File: config.mk
export PLATFORM = sky130hd
export DESIGN_NAME = alu_seq
export DESIGN_NICKNAME = d
export VERILOG_FILES = /design/src/rtl/alu_pkg.sv /design/src/rtl/alu_bcd_nibble.sv /design/src/rtl/alu_seq.sv
export SDC_FILE = /design/constraint.sdc
export NUM_CORES = 1
export LEC_CHECK = 0
export CELL_PAD_IN_SITES_DETAIL_PLACEMENT = 1
export CELL_PAD_IN_SITES_GLOBAL_PLACEMENT = 2
export CORE_ASPECT_RATIO = 1.25
export CORE_MARGIN = 10
export CORE_UTILIZATION = 32
export CTS_CLUSTER_SIZE = 20
export DETAILED_ROUTE_END_ITERATION = 7
export GPL_TIMING_DRIVEN = 1
export PLACE_DENSITY_LB_ADDON = 0.1
export SLEW_MARGIN = 0
export SYNTH_ARGS = -nofsm -noshare
export SYNTH_HDL_FRONTEND = slang
export SYNTH_SLANG_ARGS = --single-unit
File: constraint.sdc
create_clock -name clk -period 4.65 [get_ports clk]
set_clock_uncertainty 0.2 [all_clocks]
set_input_delay 0.93 -clock clk [delete_from_list [all_inputs] [get_ports clk]]
set_output_delay 0.93 -clock clk [all_outputs]
set_load 0.03 [all_outputs]
File: src/rtl/alu_pkg.sv
// ============================================================================
//  Module      : alu_pkg
//  Description : Opcodes, flag indices, FSM states and op-class helpers for alu_seq
//  Revision    : 1.0  initial release
// ============================================================================
`default_nettype none

package alu_pkg;

  typedef enum logic [3:0] {
    OP_ADD  = 4'd0,
    OP_ADDC = 4'd1,
    OP_SUB  = 4'd2,
    OP_SUBC = 4'd3,
    OP_CMP  = 4'd4,
    OP_DADD = 4'd5,
    OP_BIT  = 4'd6,
    OP_BIC  = 4'd7,
    OP_BIS  = 4'd8,
    OP_XOR  = 4'd9,
    OP_AND  = 4'd10,
    OP_MUL  = 4'd11
  } op_e;

  localparam int FLAG_N = 3;
  localparam int FLAG_Z = 2;
  localparam int FLAG_C = 1;
  localparam int FLAG_V = 0;

  typedef enum logic [1:0] {
    ST_IDLE = 2'd0,
    ST_MUL  = 2'd1,
    ST_DADD = 2'd2
  } state_e;

  function automatic logic OP_WRITES(input logic [3:0] op);
    return !(op == OP_CMP || op == OP_BIT || op > OP_MUL);
  endfunction

  function automatic logic OP_SETS_FLAGS(input logic [3:0] op);
    return (op <= OP_BIT) || (op == OP_XOR) || (op == OP_AND);
  endfunction

endpackage

`default_nettype wire

File: src/rtl/alu_bcd_nibble.sv
// ============================================================================
//  Module      : alu_bcd_nibble
//  Description : Combinational single-digit BCD adder with decimal carry
//  Revision    : 1.0  initial release
// ============================================================================
`default_nettype none

module alu_bcd_nibble (
  input  logic [3:0] a,
  input  logic [3:0] b,
  input  logic       cin,
  output logic [3:0] sum,
  output logic       cout
);

  logic [4:0] w_raw;

  always_comb begin
    w_raw = {1'b0, a} + {1'b0, b} + {4'b0000, cin};
    cout  = (w_raw > 5'd9);
    sum   = cout ? 4'(w_raw + 5'd6) : w_raw[3:0];
  end

endmodule

`default_nettype wire

File: src/rtl/alu_seq.sv
// ============================================================================
//  Module      : alu_seq
//  Description : Registered MSP430-style ALU with flag state, serial MUL and DADD
//  Revision    : 1.0  initial release
// ============================================================================
`default_nettype none

module alu_seq
  import alu_pkg::*;
#(
  parameter int WIDTH  = 16,
  parameter int MUL_EN = 1
) (
  input  logic             clk,
  input  logic             rst,
  input  logic             start,
  output logic             ready,
  input  logic [3:0]       op,
  input  logic             byte_mode,
  input  logic [WIDTH-1:0] src,
  input  logic [WIDTH-1:0] dst,
  input  logic             flags_we,
  input  logic [3:0]       flags_in,
  output logic [WIDTH-1:0] result,
  output logic [WIDTH-1:0] result_hi,
  output logic             wr_en,
  output logic [3:0]       flags,
  output logic             done,
  output logic             illegal
);

  localparam int   CW      = $clog2(WIDTH + 1);
  localparam logic HAS_MUL = (MUL_EN != 0);

  state_e             r_state, w_state_next;
  logic [CW-1:0]      r_cnt;
  logic [WIDTH-1:0]   r_result, r_result_hi;
  logic [3:0]         r_flags;
  logic               r_done, r_wr_en, r_illegal, r_byte;
  logic [2*WIDTH-1:0] r_acc, r_mcand;
  logic [WIDTH-1:0]   r_mplier, r_da, r_db, r_dsum;
  logic               r_dcy;

  logic               w_accept, w_illegal_op, w_mul_go, w_dadd_go, w_cin, w_cout, w_last;
  logic [WIDTH-1:0]   w_mask, w_a, w_b, w_opb, w_res;
  logic [WIDTH:0]     w_sum;
  logic [3:0]         w_fl, w_nsum;
  logic               w_ncout;
  logic [2*WIDTH-1:0] w_acc_next;
  logic [WIDTH-1:0]   w_dsum_next, w_dadd_res;

  function automatic logic msb_of(input logic [WIDTH-1:0] x, input logic bm);
    return bm ? x[7] : x[WIDTH-1];
  endfunction

  assign w_accept     = start && ready;
  assign w_illegal_op = (op > OP_MUL) || (op == OP_MUL && !HAS_MUL);
  assign w_mul_go     = w_accept && (op == OP_MUL) && HAS_MUL;
  assign w_dadd_go    = w_accept && (op == OP_DADD);
  assign w_last       = (r_cnt == CW'(1));
  assign w_mask       = byte_mode ? WIDTH'(8'hFF) : '1;
  assign w_a          = dst & w_mask;
  assign w_b          = src & w_mask;

  // Subtraction shares the adder: dst + ~src + (1 or C)
  always_comb begin
    w_opb = w_b;
    w_cin = 1'b0;
    case (op)
      OP_ADDC:        w_cin = r_flags[FLAG_C];
      OP_SUB, OP_CMP: begin w_opb = ~src & w_mask; w_cin = 1'b1; end
      OP_SUBC:        begin w_opb = ~src & w_mask; w_cin = r_flags[FLAG_C]; end
      default:        ;
    endcase
    w_sum  = {1'b0, w_a} + {1'b0, w_opb} + {{WIDTH{1'b0}}, w_cin};
    w_cout = byte_mode ? w_sum[8] : w_sum[WIDTH];
  end

  always_comb begin
    w_res = '0;
    w_fl  = r_flags;
    case (op)
      OP_ADD, OP_ADDC, OP_SUB, OP_SUBC, OP_CMP: begin
        w_res         = w_sum[WIDTH-1:0] & w_mask;
        w_fl[FLAG_N]  = msb_of(w_res, byte_mode);
        w_fl[FLAG_Z]  = (w_res == '0);
        w_fl[FLAG_C]  = w_cout;
        w_fl[FLAG_V]  = (msb_of(w_a, byte_mode) == msb_of(w_opb, byte_mode)) &&
                        (msb_of(w_res, byte_mode) != msb_of(w_a, byte_mode));
      end
      OP_BIT, OP_AND, OP_XOR: begin
        w_res         = (op == OP_XOR) ? (w_a ^ w_b) : (w_a & w_b);
        w_fl[FLAG_N]  = msb_of(w_res, byte_mode);
        w_fl[FLAG_Z]  = (w_res == '0);
        w_fl[FLAG_C]  = (w_res != '0);
        w_fl[FLAG_V]  = (op == OP_XOR) && msb_of(w_a, byte_mode) && msb_of(w_b, byte_mode);
      end
      OP_BIC:  w_res = ~src & dst & w_mask;
      OP_BIS:  w_res = (src | dst) & w_mask;
      default: ;
    endcase
  end

  assign w_acc_next = r_mplier[0] ? (r_acc + r_mcand) : r_acc;

  alu_bcd_nibble u_bcd (
    .a    (r_da[3:0]),
    .b    (r_db[3:0]),
    .cin  (r_dcy),
    .sum  (w_nsum),
    .cout (w_ncout)
  );

  // Digits enter at the top; a byte op leaves its two digits in the top byte
  assign w_dsum_next = {w_nsum, r_dsum[WIDTH-1:4]};
  assign w_dadd_res  = r_byte ? (w_dsum_next >> (WIDTH - 8)) : w_dsum_next;

  always_ff @(posedge clk) begin
    if (rst) begin
      r_state <= ST_IDLE;
    end else begin
      r_state <= w_state_next;
    end
  end

  always_comb begin
    w_state_next = r_state;
    case (r_state)
      ST_IDLE: begin
        if (w_mul_go)       w_state_next = ST_MUL;
        else if (w_dadd_go) w_state_next = ST_DADD;
      end
      ST_MUL, ST_DADD: if (w_last) w_state_next = ST_IDLE;
      default: w_state_next = ST_IDLE;
    endcase
  end

  always_comb begin
    ready = (r_state == ST_IDLE) && !rst;
  end

  always_ff @(posedge clk) begin
    if (rst) begin
      r_cnt       <= '0;
      r_result    <= '0;
      r_result_hi <= '0;
      r_flags     <= '0;
      r_done      <= 1'b0;
      r_wr_en     <= 1'b0;
      r_illegal   <= 1'b0;
      r_byte      <= 1'b0;
      r_acc       <= '0;
      r_mcand     <= '0;
      r_mplier    <= '0;
      r_da        <= '0;
      r_db        <= '0;
      r_dsum      <= '0;
      r_dcy       <= 1'b0;
    end else begin
      r_done    <= 1'b0;
      r_wr_en   <= 1'b0;
      r_illegal <= 1'b0;
      if (flags_we) r_flags <= flags_in;
      case (r_state)
        ST_IDLE: if (w_accept) begin
          r_byte <= byte_mode;
          if (w_mul_go) begin
            r_acc    <= '0;
            r_mcand  <= {{WIDTH{1'b0}}, w_a};
            r_mplier <= w_b;
            r_cnt    <= byte_mode ? CW'(8) : CW'(WIDTH);
          end else if (w_dadd_go) begin
            r_da   <= w_a;
            r_db   <= w_b;
            r_dsum <= '0;
            r_dcy  <= r_flags[FLAG_C];
            r_cnt  <= byte_mode ? CW'(2) : CW'(WIDTH / 4);
          end else begin
            r_done      <= 1'b1;
            r_illegal   <= w_illegal_op;
            r_wr_en     <= !w_illegal_op && OP_WRITES(op);
            r_result    <= w_illegal_op ? '0 : w_res;
            r_result_hi <= '0;
            if (!w_illegal_op && OP_SETS_FLAGS(op)) r_flags <= w_fl;
          end
        end
        ST_MUL: begin
          r_acc    <= w_acc_next;
          r_mcand  <= r_mcand << 1;
          r_mplier <= r_mplier >> 1;
          r_cnt    <= r_cnt - CW'(1);
          if (w_last) begin
            r_done      <= 1'b1;
            r_wr_en     <= 1'b1;
            r_result    <= r_byte ? WIDTH'(w_acc_next[7:0])  : w_acc_next[WIDTH-1:0];
            r_result_hi <= r_byte ? WIDTH'(w_acc_next[15:8]) : w_acc_next[2*WIDTH-1:WIDTH];
          end
        end
        ST_DADD: begin
          r_da   <= r_da >> 4;
          r_db   <= r_db >> 4;
          r_dsum <= w_dsum_next;
          r_dcy  <= w_ncout;
          r_cnt  <= r_cnt - CW'(1);
          if (w_last) begin
            r_done      <= 1'b1;
            r_wr_en     <= 1'b1;
            r_result    <= w_dadd_res;
            r_result_hi <= '0;
            r_flags     <= {msb_of(w_dadd_res, r_byte), (w_dadd_res == '0), w_ncout, 1'b0};
          end
        end
        default: ;
      endcase
    end
  end

  assign result    = r_result;
  assign result_hi = r_result_hi;
  assign flags     = r_flags;
  assign done      = r_done;
  assign wr_en     = r_wr_en;
  assign illegal   = r_illegal;

endmodule

`default_nettype wire

# Word-level counts from Yosys, hierarchy flattened
# Cells that the tools add are included.
# totals
register_bits	176
elab_cells	186
output_inout_bits	40
in_bits	45
# classes
bitwise	13
add_sub_neg	7
order_cmp	3
eq_ne	26
reduce_logical	39
muxes	82
# op_table
op	count
$mux W16	28
$mux W32	5
$and A16 B16 Y16	8
$pmux W16 S2	4
$pmux W32 S2	2
$pmux W16 S3	2
$pmux W16 S4	1
$logic_not A16 Y1	3
$add A32 B32 Y32	1
$mux W4	7
$mux W5	4
$add A16 B16 Y17	1
$add A17 B1 Y17	1
$mux W1	17
$eq A4 B3 Y1 const B	4
$eq A4 B4 Y1 const B	4
$not A16 Y16	1
$or A16 B16 Y16	1
$pmux W4 S2	2
$reduce_bool A16 Y1	1
$xor A16 B16 Y16	1
$ne A2 B2 Y1 const B	7
$pmux W5 S2	1
$reduce_or A5 Y1	2
other kinds (35)	62

# Depth between registers and ports, before layout
# Gate-level depths: netlist of run 1.
# logic_depth
word_depth	15
ltp_mapped	18

# Modules after synthesis
# From an unflattened synthesis of run 1, not the netlist that was laid out.
# hier_totals
cells_unflattened	1499
area_unflattened_um2	11743.8
# modules_own_cells
mod	cells_each	area_per_inst_um2	instances
alu_seq	1477	11532.3	1
alu_bcd_nibble	22	211.5	1

# Least setup slack after synthesis of run 1
# OpenSTA, ideal clock, no wires.
# synth_path
kind	in2reg
from	input op[0]
to	register r_flags[2] (netlist: flags[2])
n_path_buf	2
slack_ns	-0.431
t_arrival_ns	4.824
path_stages	15
t_required_ns	4.393
path_cell_list	clkbuf_1 -> nor2_1 -> nand2_1 -> a21oi_1 -> clkbuf_1 -> xor2_1 -> ha_1 -> nor2b_1 -> o31a_1 -> o31ai_1 -> o21ai_0 -> nand4_1 -> or3b_2 -> o41ai_1 -> a21o_1
# synth_between
elab_chain_cells	13
word_cells_on_any_way	38
cone_classes	2 x add/sub; 2 x order compare; 10 x eq/ne; 9 x mux; 1 x bitwise; 14 x reduce/logical
# synth_rtl
item	line	rtl
start: declaration	alu_seq.sv:18	input logic [3:0] op,
$eq A4 B3 Y1 / $eq A4 B2 Y1 (equally long branches)	alu_seq.sv:69, alu_seq.sv:82	
$reduce_or A3 Y1 (no source line)	-	
$mux W16	-	
$add A16 B16 Y17	alu_seq.sv:75	w_sum = {1'b0, w_a} + {1'b0, w_opb} + {{WIDTH{1'b0}}, w_cin};
$add A17 B1 Y17	alu_seq.sv:75	
$and A16 B16 Y16	alu_seq.sv:84	w_res = w_sum[WIDTH-1:0] & w_mask;
$logic_not A16 Y1	alu_seq.sv:86	w_fl[FLAG_Z] = (w_res == '0);
$pmux W4 S2	alu_seq.sv:82	case (op)
$mux W4	alu_seq.sv:184	if (!w_illegal_op && OP_SETS_FLAGS(op)) r_flags <= w_fl;
$mux W4	alu_seq.sv:172	end else if (w_dadd_go) begin
$mux W4	alu_seq.sv:167	if (w_mul_go) begin
$mux W4	alu_seq.sv:165	ST_IDLE: if (w_accept) begin
$pmux W4 S2	alu_seq.sv:164	case (r_state)
end signal: assignment	alu_seq.sv:163	if (flags_we) r_flags <= flags_in;
end signal: assignment	alu_seq.sv:184	
end signal: assignment	alu_seq.sv:210	r_flags <= {msb_of(w_dadd_res, r_byte), (w_dadd_res == '0), w_ncout, 1'b0};
end: declaration	alu_seq.sv:38	logic [3:0] r_flags;
# Parallel ways exist; a longest one is shown, timed or not.
# A chain may end at the register's enable or synchronous reset.

# Worst setup path after layout of run 1
# layout_path
from	input op[0]
to	register r_flags[0] (netlist: flags[0])
# layout_between
elab_chain_cells	15
word_cells_on_any_way	42
cone_classes	2 x add/sub; 2 x order compare; 12 x eq/ne; 10 x mux; 1 x bitwise; 15 x reduce/logical
# layout_rtl
item	line	rtl
$eq A4 B3 Y1 / $eq A4 B2 Y1 (equally long branches)	alu_seq.sv:69, alu_seq.sv:82	
$reduce_or A3 Y1 (no source line)	-	
$mux W16	-	
$add A16 B16 Y17	alu_seq.sv:75	
$add A17 B1 Y17	alu_seq.sv:75	
$and A16 B16 Y16	alu_seq.sv:84	
$mux W1	alu_seq.sv:53	return bm ? x[7] : x[WIDTH-1];
$ne A1 B1 Y1	alu_seq.sv:89	(msb_of(w_res, byte_mode) != msb_of(w_a, byte_mode));
$logic_and A1 B1 Y1	alu_seq.sv:88	w_fl[FLAG_V] = (msb_of(w_a, byte_mode) == msb_of(w_opb, byte_mode)) &&
$pmux W4 S2	alu_seq.sv:82	
$mux W4	alu_seq.sv:184	
$mux W4	alu_seq.sv:172	
$mux W4	alu_seq.sv:167	
$mux W4	alu_seq.sv:165	
$pmux W4 S2	alu_seq.sv:164	
# Parallel ways exist; a longest one is shown, timed or not.

==> metrics.yaml, run 1 <==
status:
  outcome: "completed"
placed_design:
  portBuffers: 84
  dpl.cell_count: 2140
  dp_slack_ns: -0.262
  gp_congestion: 0.898
  place_area_sq_um: 13800
  hpwl_mm: 38.4
timing:
  worstMarginPinSlew_ns: 1.09
  setup_violations: 0
  clock.fmax_ghz: 0.228
  slew_viol_final: 0
  finalCritPeriodShare_pct: 94.5
  setup_tns_ns: 0
  relSlewSlack_pct: 27.2
  setup_slack_ns: 0.256
  period_needed_ns: 4.39
  rsz0062_at_grt: "false"
  finalHoldViolations: 0
clock_tree:
  clk_pin_slew_ns: 0.07
  cts.htree.levels: 4
  worstSkewPairLatency_ns: 0.46
  cts-resized-gates: 0
  tritoncts: "built"
  postCtsHoldBufs: 0
  cts_sinks: 172
  cts_root_buffer: "clkbuf_16"
  cts_made_buffers: 17
  clockBufferDepth: 2
  post_cts_buffers: 0
power:
  pwr-share-clk_pct: 39.1
  p_int_mw: 2.49
  switching_share_pct: 32.0
  pwr-share-seq_pct: 41.4
  pwr-share-comb_pct: 19.5
  power.leakage_nw: 5.47
  p_switching_mw: 1.17
  ir_drop_uv: 261
  p_per_area_nw_per_um2: 255
finish:
  fillCellCount: 4516
  num_antenna_cells: 0
  final_area_sq_um: 14300
  finalNetCount: 1796
  area_delta_synth_final_pct: 20.2
  layout-drive-gt1-share_pct: 10.6
  final_core_util_pct: 38.7
  fin_cells: 2172
setup_path:
  crit_type: "in2reg"
  worst-path-max-fanout: 6
  critical_path.slowest_cell: "or3b_2"
  critPathMaxStageDelay_ns: 0.51
  required_ns: 4.84
  path_cells: "clkdlybuf4s50_1 -> nor2_1 -> nand2_1 -> a21oi_4 -> buf_12 -> buf_4 -> xor2_1 -> ha_1 -> o21a_1 -> o31a_1 -> o31ai_1 -> buf_4 -> o21ai_0 -> a2111oi_0 -> or3b_2 -> mux2i_1 -> buf_4 -> nand3_1 -> o211ai_1"
  cp_common_cell: "buf_4"
  critical_path.startpoint_type: "input pin"
  endpoint_kind: "register"
  path_buf_inv: 5
  critPathArrivalTime_ns: 4.58
  ff2ff_setup_slack_ns: 0.67
  crit_family: "compound AO/OA/AOI/OAI gates"
worst_hold_path:
  holdCritPathClass: "reg2reg"
global_route:
  grt-ovfl-total: 0
  grt_max_degree: 68
  grt_use_met3_pct: 3.28
  grt_usage_pct: 21.9
  use_met1_pct: 25.4
  grt_first_pass_wirelength_mm: 76.6
  use_met2_pct: 38.8
  antenna_found_initial: 0
  grt_pass1_vias: 12648
  grt-busiest-layer: "met2"
yosys:
  synthCells: 1569
  syn_area_sq_um: 11900
  ys_top_cells_by_area: "dfxtp_1 (29%), ha_1 (7.7%), nor2_1 (6.5%)"
  yosys_warnings: 0
  synthArstFlopShare_pct: 0
  synth_cell_type_count: 78
  synth-main-ff-cell: "dfxtp_1"
  synth_most_common_cell: "nor2_1"
  syn-num-nets: 1692
  synth-seq-cells: 172
  avgSynthCellArea_sq_um: 7.60
  synth-edff-count: 0
  synth.largest_area_cell: "dfxtp_1"
  yosysSeqAreaShare_pct: 28.9
  yosysTopAreaCellShare_pct: 28.9
  yosys-top-cells-count: "nor2_1 (208), dfxtp_1 (172), nand2_1 (148), a21oi_1 (147), clkbuf_1 (85)"
floorplanning:
  fp.coreArea_sq_um: 37100
  num_rows: 79
  ios: 85
  die_h_um: 236
  dieArea_sq_um: 45400
  die_w_um: 193
  start_util_pct: 32.2
detailed_routing:
  drc: 0
  viasPerCell: 5.68
  first_pass_iters: 7
  wl_per_cell_um: 23.2
  ant_nets: 0
  wl_mm: 50.3
  drt-initial-drc-count: 667
  vias: 12339
run:
  maxCapViolCount: 0
[power by group through the flow]
stage | combinational (mW) | clock, mW | sequential, mW
after floorplan | 0.358 | 0 | 1.57
after detailed placement | 0.711 | 0 | 1.55
final | 0.712 | 1.43 | 1.52
after CTS | 0.714 | 1.47 | 1.52
after global placement | 0.704 | 0 | 1.55
after global routing | 0.771 | 1.52 | 1.52
[cell families (layout without fill, tap and decap cells)]
group | count (synthesis) | after routing | share of synthesized area (%)
mux | 66 | 66 | 5.89
simple gates | 566 | 566 | 21.4
xor+xnor | 51 | 51 | 3.75
flops | 172 | 172 | 28.9
fa+ha+maj | 78 | 78 | 8.50
compound gates | 486 | 486 | 26.5
buf+inv | 150 | 267 | 5.05
[state kept, by name, summed over array words and instances (netlist names), 2 cells and up]
name	cells
flags	4
r_dsum	12
r_da	16
r_acc	32
result	16
r_cnt	5
r_mplier	16
r_db	16
r_mcand	32
result_hi	16
r_state	2
[metal layers]
metal / routed length [um] / up-vias
met1: 20900 / 6065
met5: 0 / -
met4: 1910 / 0
met2: 25700 / 270
li1: - / 5926
met3: 1810 / 78
[layout make-up]
cell class	instances	area, sq um	area share (%)
Clock buffer	17	425	2.97
Clock inverter	15	130	0.908
Inverter	53	199	1.39
Multi-Input combinational cell	1247	7940	55.4
Sequential cell	172	3440	24.0
Tap cell	486	608	4.24
Timing Repair Buffer	182	1590	11.1
[through the flow]
stage | hold slack [ns] | power [mW]
after floorplan | 0.229 | 1.93
after global placement | 0.240 | 2.26
after detailed placement | 0.247 | 2.26
after CTS | 0.263 | 3.70
after global routing | 0.276 | 3.81
final | 0.258 | 3.66
[placed cells by master, fill, tap and decap left out, types with 8 or more instances in the layout]
cell type / count
a21o_1: 27
nor4_1: 16
and3_1: 11
o21ai_0: 84
a211oi_1: 64
clkbuf_16: 17
a222oi_1: 8
clkdlybuf4s50_1: 83
o21a_1: 8
xor2_1: 22
nand3_1: 61
nand2b_1: 8
a32oi_1: 11
a21oi_1: 144
xnor2_1: 29
mux2_2: 13
dfxtp_1: 171
nor3_1: 44
o31ai_1: 9
mux2i_1: 51
nor2b_1: 19
nand2_1: 148
o211ai_1: 11
nand4_1: 9
a31oi_1: 21
buf_4: 98
or3_1: 13
ha_1: 71
nor2_1: 207
a22oi_1: 20
inv_1: 50
[worst min-delay path: stages, from the launching register on]
cell and delay, ns:
dfxtp_1 0.33, nand2_1 0.05, nand3_1 0.05
[worst paths after layout]
| path | from | endpoint | cells past startpoint |
|---|---|---|---|
| setup / recovery | op[0] | flags[0] | 19 |
| hold / removal | result_hi[6] | result_hi[6] | 2 |
| setup reg to reg | r_mcand[0] | r_acc[30] | 12 |
| hold reg to reg | result_hi[6] | result_hi[6] | 2 |
Note: power is estimated with default switching activity, not from simulation.
==> run 2: changes to the inputs <==
- MAX_ROUTING_LAYER: default -> met4
==> run 2 against run 1 <==
Against the previous run: worst setup slack got worse by 0.068 ns; final area barely moved; flip-flop and latch count did not move; largest power group unchanged.
==> metrics.yaml, run 2 (synthesized netlist as in run 1, its figures left out) <==
setup_path:
  path_cells: "clkdlybuf4s50_1 -> buf_4 -> xnor2_1 -> o22ai_1 -> nand2_1 -> fa_1 -> inv_1 -> fa_1 -> a21o_1 -> a21o_1 -> a21oi_1 -> o41ai_1 -> buf_4 -> nor2_1 -> xor2_1 -> or3_1 -> a21oi_1 -> o221a_2"
  critPathArrivalTime_ns: 4.67
  worstReg2RegEnd: "r_acc[30]"
  critical_path.slowest_cell: "o41ai_1"
  critical_path.startpoint_type: "input pin"
  crit_family: "compound AO/OA/AOI/OAI gates"
  endpoint_kind: "register"
  r2r_start: "r_mcand[0]"
  critPathMaxStageDelay_ns: 0.50
  crit_cells: 18
  required_ns: 4.86
  reg2reg_depth: 12
  ff2ff_setup_slack_ns: 0.70
  path_buf_inv: 4
  crit_type: "in2reg"
  worst-path-max-fanout: 4
timing:
  setup_slack_ns: 0.188
  setup_tns_ns: 0
  period_needed_ns: 4.46
  worstMarginPinSlew_ns: 1.16
  rsz0062_at_grt: "false"
  finalHoldViolations: 0
  relSlewSlack_pct: 22.1
  finalCritPeriodShare_pct: 96.0
  setup_violations: 0
  clock.fmax_ghz: 0.224
  slew_viol_final: 0
global_route:
  grt_pass1_vias: 12821
  antenna_found_initial: 0
  grt_max_degree: 68
  grt_usage_pct: 22.8
  grt_first_pass_wirelength_mm: 78.2
  grt-ovfl-total: 0
clock_tree:
  clk_pin_slew_ns: 0.08
  cts_sinks: 172
  worstSkewPairLatency_ns: 0.46
  cts_root_buffer: "clkbuf_16"
  tritoncts: "built"
  cts.htree.levels: 4
  clockBufferDepth: 2
  cts_made_buffers: 17
power:
  p_per_area_nw_per_um2: 258
  power.leakage_nw: 5.46
  ir_drop_uv: 270
  total_power_mw: 3.69
finish:
  num_antenna_cells: 0
  fillCellCount: 4529
  layout-drive-gt1-share_pct: 10.4
  area_delta_synth_final_pct: 20.3
  layout_commonest_cell: "nor2_1"
  final_area_sq_um: 14300
  final_core_util_pct: 38.7
  finalNetCount: 1795
  reg_top3: "r_acc: 32 flops, r_mcand: 32 flops"
  mostFrequentLayoutCells: "nor2_1 (207), dfxtp_1 (171), nand2_1 (148)"
run:
  maxCapViolCount: 0
detailed_routing:
  wl_mm: 50.5
  ant_nets: 0
  drt-initial-drc-count: 702
  drc: 0
  viasPerCell: 5.67
  first_pass_iters: 5
  wl_per_cell_um: 23.3
  vias: 12301
worst_hold_path:
  hold_depth: 2
  holdCritPathClass: "reg2reg"
  hold_end: "result_hi[1]"
  worstHoldStart: "result_hi[1]"
placed_design:
  gp_congestion: 0.913
  portBuffers: 84
  dp_slack_ns: -0.270
  hpwl_mm: 38.6
  place_area_sq_um: 13800
status:
  outcome: "completed"
floorplanning:
  ios: 85
  fp.coreArea_sq_um: 37100
  dieArea_sq_um: 45400
  die_h_um: 236
  num_rows: 79
  start_util_pct: 32.2
  die_w_um: 193
==> run 2: routing by layer <==
| layer | vias to the layer above | wire (um) | GRT usage [%] |
|---|---|---|---|
| li1 | 5911 | - | - |
| met1 | 6122 | 21500 | 26.3 |
| met2 | 205 | 26500 | 40.3 |
| met3 | 63 | 1240 | 2.20 |
| met4 | 0 | 1290 | 7.18 |
| met5 | - | 0 | - |
==> run 2: worst max-delay path by stage <==
stage | start | endpoint
after detailed placement | op[1] | result[12]
final | op[2] | result[12]
after floorplan | op[0] | flags[2]
after global placement | op[1] | result[12]
after CTS | op[1] | result[12]
after global routing | op[2] | result[12]
==> run 2: final cells by class <==
class	count	area, sq um	share of cell area, %
multi-input cells	1247	7930	55.3
flip-flops and latches	172	3440	24.0
repair buffers	181	1580	11.0
well taps	486	608	4.24
clock buffers	17	425	2.97
inverters	53	199	1.39
clock inverters	15	146	1.02
==> run 2: tightest hold or removal path, stage by stage, from the launching register on <==
cell,delay [ns]
dfxtp_1,0.33
nand2_1,0.04
o21ai_0,0.06
==> run 2: metrics by stage <==
step           instances  hold slack, ns
3_5_place_dp        2139           0.252
2_1_floorplan       1569           0.229
6_report            2171           0.261
3_3_place_gp        2139           0.239
4_1_cts             2171           0.269
5_1_grt             2171           0.290
==> run 2: what timing repair did <==
action / CTS / global route
gates resized for setup: 0 / 1
endpoints found under the setup margin: 0 / 1
hold buffers: 0 / 0
setup buffers: 0 / 0
==> run 2: report_power, final <==
| group | internal (mW) | switching (mW) | total (mW) |
|---|---|---|---|
| clock | 0.714 | 0.748 | 1.46 |
| sequential | 1.50 | 0.0219 | 1.52 |
| combinational | 0.290 | 0.423 | 0.714 |
| total | 2.50 | 1.19 | 3.69 |
==> variant 1: new RTL, settings of run 2 <==
The parameter `WIDTH` goes from 16 to 32.
--- a/src/rtl/alu_seq.sv
+++ b/src/rtl/alu_seq.sv
@@ -10,3 +10,3 @@
 #(
-  parameter int WIDTH  = 16,
+  parameter int WIDTH  = 32,
   parameter int MUL_EN = 1
Interface: changed (resized dst, result, result_hi and src); port bits go from 85 to 149. No check against the original RTL was run, so the function may have changed too.
==> variant 1 against run 2 <==
First-iteration DRC count up 110%. Power rose by 120%. Routed wire length is 140% higher. Area after synthesis increased by 98%. Worst setup slack worse by 3.5 ps. Via count up 110%. Non-clock buffer count is 328 higher. Sequential cell count grew 161. Design area is 110% higher. Register-to-register slack got worse by 230 ps. Worst hold slack got worse by 6.8 ps. Critical path type unchanged. Critical endpoint is now flags[2]$_SDFFE_PP0P_.
==> variant 1: results (changes against run 2) <==
[run_status]
status = finished, final reports clean  ; unchanged

[critical_path]
critPathSlowestCell = o211ai_1  ; was o41ai_1
slowest_delay_ps = 450  ; was 500 ps
startpoint = op[1]  ; was op[2]
timing.rr.end = result_hi[12]$_SDFFE_PP0P_  ; was r_acc[30]$_SDFFE_PP0P_

[power]
power_switching_share_pct = 30.1  ; was 32.3%
ir_drop_v = 0.000293  ; was 0.000270 V
combPwrFrac_pct = 20.5  ; was 19.3%

[route]
drt_iter0_drc = 1467  ; was 702
wl_um = 122000  ; was 50,500 µm
route.met3.wl_um = 3910  ; was 1240 µm

[synthesis]
synth_common_cells = nor2_1, a21oi_1, dfxtp_1, nand2_1, clkbuf_1  ; was nor2_1, dfxtp_1, nand2_1, a21oi_1, clkbuf_1
synth_compound_area_share_pct = 27.9  ; was 26.5%
ys_seq_area_share_pct = 28.3  ; was 28.9%
avgSynthCellArea_um2 = 7.38  ; was 7.60 µm²
synthTopCellsByArea = dfxtp_1, nor2_1, ha_1  ; was dfxtp_1, ha_1, nor2_1
synthAdderAreaFrac_pct = 7.81  ; was 8.50%

[grt]
grt_pass1_wl_um = 178000  ; was 78,200 µm
met3_usage_pct = 2.83  ; was 2.20%
antenna_found_initial = 1  ; was 0

[placed_design]
place_area_um2 = 28300  ; was 13,800 µm²
place_congestion = 0.987  ; was 0.913
place_ws_ps = -885  ; was -270 ps
dpl.cell_count = 4415  ; was 2,139

[clocking]
clockBufferDepth = 3  ; was 2

[sta]
hold_ws_ps = 254  ; was 261 ps

[layout]
final_layout_size_suffix_gt1_share_pct = 15.3  ; was 10.4%

[worst_hold_path]
hold_start = result_hi[14]$_SDFFE_PP0P_  ; was result_hi[1]$_SDFFE_PP0P_

variant 1: cell count changes after synthesis, sizes merged, moves of 44 or more:
cell | before | now
a211oi | 64 | 150
a21oi | 148 | 346
clkbuf | 85 | 197
dfxtp | 172 | 333
ha | 73 | 139
inv | 50 | 94
nand2 | 148 | 316
nor2 | 210 | 468
nor3 | 45 | 93
o21ai | 89 | 171
xnor2 | 29 | 73
variant 1: area by class of cell:
| class | instances | area, µm² |
|---|---|---|
| inverters | 96 | 360 |
| well taps | 960 | 1200 |
| fillers | 8898 | 43100 |
| flip-flops and latches | 333 | 6670 |
| clock inverters | 15 | 233 |
| multi-input cells | 2525 | 16000 |
| repair buffers | 509 | 4440 |
| diodes | 1 | 2.50 |
| clock buffers | 58 | 1210 |
variant 1: timing repair:
| item | in CTS | in global routing |
|---|---|---|
| buffers inserted | 5 | 3 |
| endpoints found under the hold margin | 0 | 0 |
| hold buffers | 0 | 0 |
| setup endpoints to repair | 16 | 25 |
| gates resized for setup | 32 | 22 |
| pin swaps | 12 | 18 |
==> variant 2: new RTL, config.mk and constraints of run 2 <==
Made on the original files. Register the output `flags` once more, without a reset; this adds one clock of latency there. The other outputs are not delayed to match.
--- a/src/rtl/alu_seq.sv
+++ b/src/rtl/alu_seq.sv
@@ -219,3 +219,5 @@
   assign result_hi = r_result_hi;
-  assign flags     = r_flags;
+  always_ff @(posedge clk) begin
+    flags <= r_flags;
+  end
   assign done      = r_done;
Behaviour: not the same (a bounded check fails within 4 cycles, from zero or initial values and one cycle with rst high).
==> variant 2 against run 2 <==
Non-clock buffer count increased by 13. Utilization is 0.91 points higher. Worst setup slack gained 85 ps. Sequential cell count is 4 higher. Routed wire length decreased by 3.6%. Area after synthesis fell by 0.52%. Design area is 0.78% higher. Power is 3.6% higher.
==> variant 2: results (changes against run 2) <==
[synthesis]
synth_common_cells = nor2_1, dfxtp_1, a21oi_1, nand2_1, clkbuf_1  ; was nor2_1, dfxtp_1, nand2_1, a21oi_1, clkbuf_1
synth_cell_type_count = 81  ; was 78
synth_flop_cell = dfxtp_1  ; unchanged
synthTopCellsByArea = dfxtp_1, ha_1, nor2_1  ; unchanged
async_reset_ff_share_pct = 0  ; unchanged
ys_seq_area_share_pct = 29.7  ; was 28.9%
syn-num-nets = 1644  ; was 1,692
avgSynthCellArea_um2 = 7.80  ; was 7.60 µm²

[critical_path]
timing.rr.end = r_flags[0]$_SDFFE_PP0P_  ; was r_acc[30]$_SDFFE_PP0P_
startpoint = op[1]  ; was op[2]
cp-endpoint = result[12]$_SDFFE_PP0P_  ; unchanged
reg2reg_slack_ps = 980  ; was 700 ps
critPathMaxFanout = 11  ; was 4
reg2reg_depth = 14  ; was 12
timing.rr.start = r_flags[1]$_SDFFE_PP0P_  ; was r_mcand[0]$_SDFFE_PP0P_
cp.arrival_ps = 4500  ; was 4670 ps

[route]
wl_per_cell_um = 22.9  ; was 23.3 µm
drt_first_pass_iters = 5  ; unchanged
route.met3.wl_um = 1010  ; was 1240 µm
routed-wl-met2_um = 25900  ; was 26,500 µm
viasPerCell = 5.54  ; was 5.67
wl_met1_um = 20200  ; was 21,500 µm
drt_iter0_drc = 502  ; was 702
wl_um = 48700  ; was 50,500 µm

[worst_hold_path]
hold_start = r_flags[2]$_SDFFE_PP0P_  ; was result_hi[1]$_SDFFE_PP0P_

[clocking]
clockBufferDepth = 2  ; unchanged
numCtsBuffers = 17  ; unchanged
cts_max_level = 4  ; unchanged
clkTransAtPathRegs_ps = 70
clock_latency_ps = 470

[sta]
hold_ws_ps = 175  ; was 261 ps
slew_headroom_pct = 29.2  ; was 22.1%
fin_ws_ps = 273  ; was 188 ps

[grt]
grt_start_max_net_pins = 146  ; was 68
grt_pass1_wl_um = 74500  ; was 78,200 µm
grt_pass1_vias = 12200  ; was 12,800
track_usage_pct = 22.0  ; was 22.8%
antenna_found_initial = 0  ; unchanged

[layout]
final_layout_size_suffix_gt1_share_pct = 11.4  ; was 10.4%
antenna_cells = 0  ; unchanged
reg.largest.list = r_acc (32), r_mcand (32)  ; unchanged
nets = 1756  ; was 1,795

[power]
ir_drop_v = 0.000263  ; was 0.000270 V
power_leakage_nw = 5.61  ; was 5.46 nW

[placed_design]
io_buffers = 84  ; unchanged
place_ws_ps = -242  ; was -270 ps
dpl.cell_count = 2094  ; was 2,139
place_congestion = 0.905  ; was 0.913
dp_hpwl_um = 37400  ; was 38,600 µm

[run_status]
status = finished, final reports clean  ; unchanged

[variant 2: cell count changes after synthesis, moves of 9 or more]
cell      change
buf_2        +14
mux2i_1      +16
nor2_1       -13
clkbuf_1      -9
o22ai_1       +9
o21ai_0      -32
[variant 2: worst max-delay path: stages]
cell and delay, ps:
clkdlybuf4s50_1 490, buf_4 190, nand2b_1 150, a311o_1 220, fa_2 260, inv_1 60
fa_1 380, a21o_1 180, a21oi_2 150, o21ai_1 110, a311o_1 400, a21oi_2 170
buf_4 130, xor2_1 210, o22ai_1 150, a211oi_1 260, nor3_1 70
[variant 2: cell families after synthesis]
| family | after synthesis | synth area share, % |
|---|---|---|
| buffers and inverters | 149 | 4.90 |
| xor gates and xnor gates | 52 | 3.84 |
| AOI/OAI and AO/OA | 450 | 25.6 |
| muxes | 79 | 6.89 |
| and+or+nand+nor | 537 | 20.5 |
| DFF | 176 | 29.7 |
| adders and majority gates | 78 | 8.55 |
[variant 2: cell type report]
class | instances | area [µm²]
fillers | 4412 | 22100
multi-input cells | 1196 | 7830
flip-flops and latches | 176 | 3520
repair buffers | 194 | 1710
well taps | 480 | 601
clock buffers | 23 | 498
inverters | 48 | 180
clock inverters | 8 | 101
[variant 2: report_power, final]
group          switching (mW)  internal, mW
Combinational           0.424         0.306
Clock                   0.674         0.863
Sequential             0.0243          1.53
Total                    1.12          2.70
[variant 2: worst min path at each step]
stage | cells past startpoint | end | slack, ps
after global routing | 0 | flags[2]$_DFF_P_ | 170
after global placement | 0 | flags[2]$_DFF_P_ | 160
after floorplan | 0 | flags[2]$_DFF_P_ | 130
final | 0 | flags[2]$_DFF_P_ | 180
after detailed placement | 0 | flags[2]$_DFF_P_ | 160
after CTS | 0 | flags[2]$_DFF_P_ | 170
[variant 2: through the flow]
step | instance area, µm² | utilization (%)
finish | 14400 | 39.6
global route | 14400 | 39.6
CTS | 14400 | 39.6
detailed placement | 13800 | 37.9
global placement | 13800 | 37.9
floorplan | 11900 | -
[variant 2: layer usage]
metal	vias to the layer above	GRT usage, %
met5	-	-
met4	0	8.33
met3	65	2.32
met2	172	39.2
met1	5763	24.4
li1	5764	-
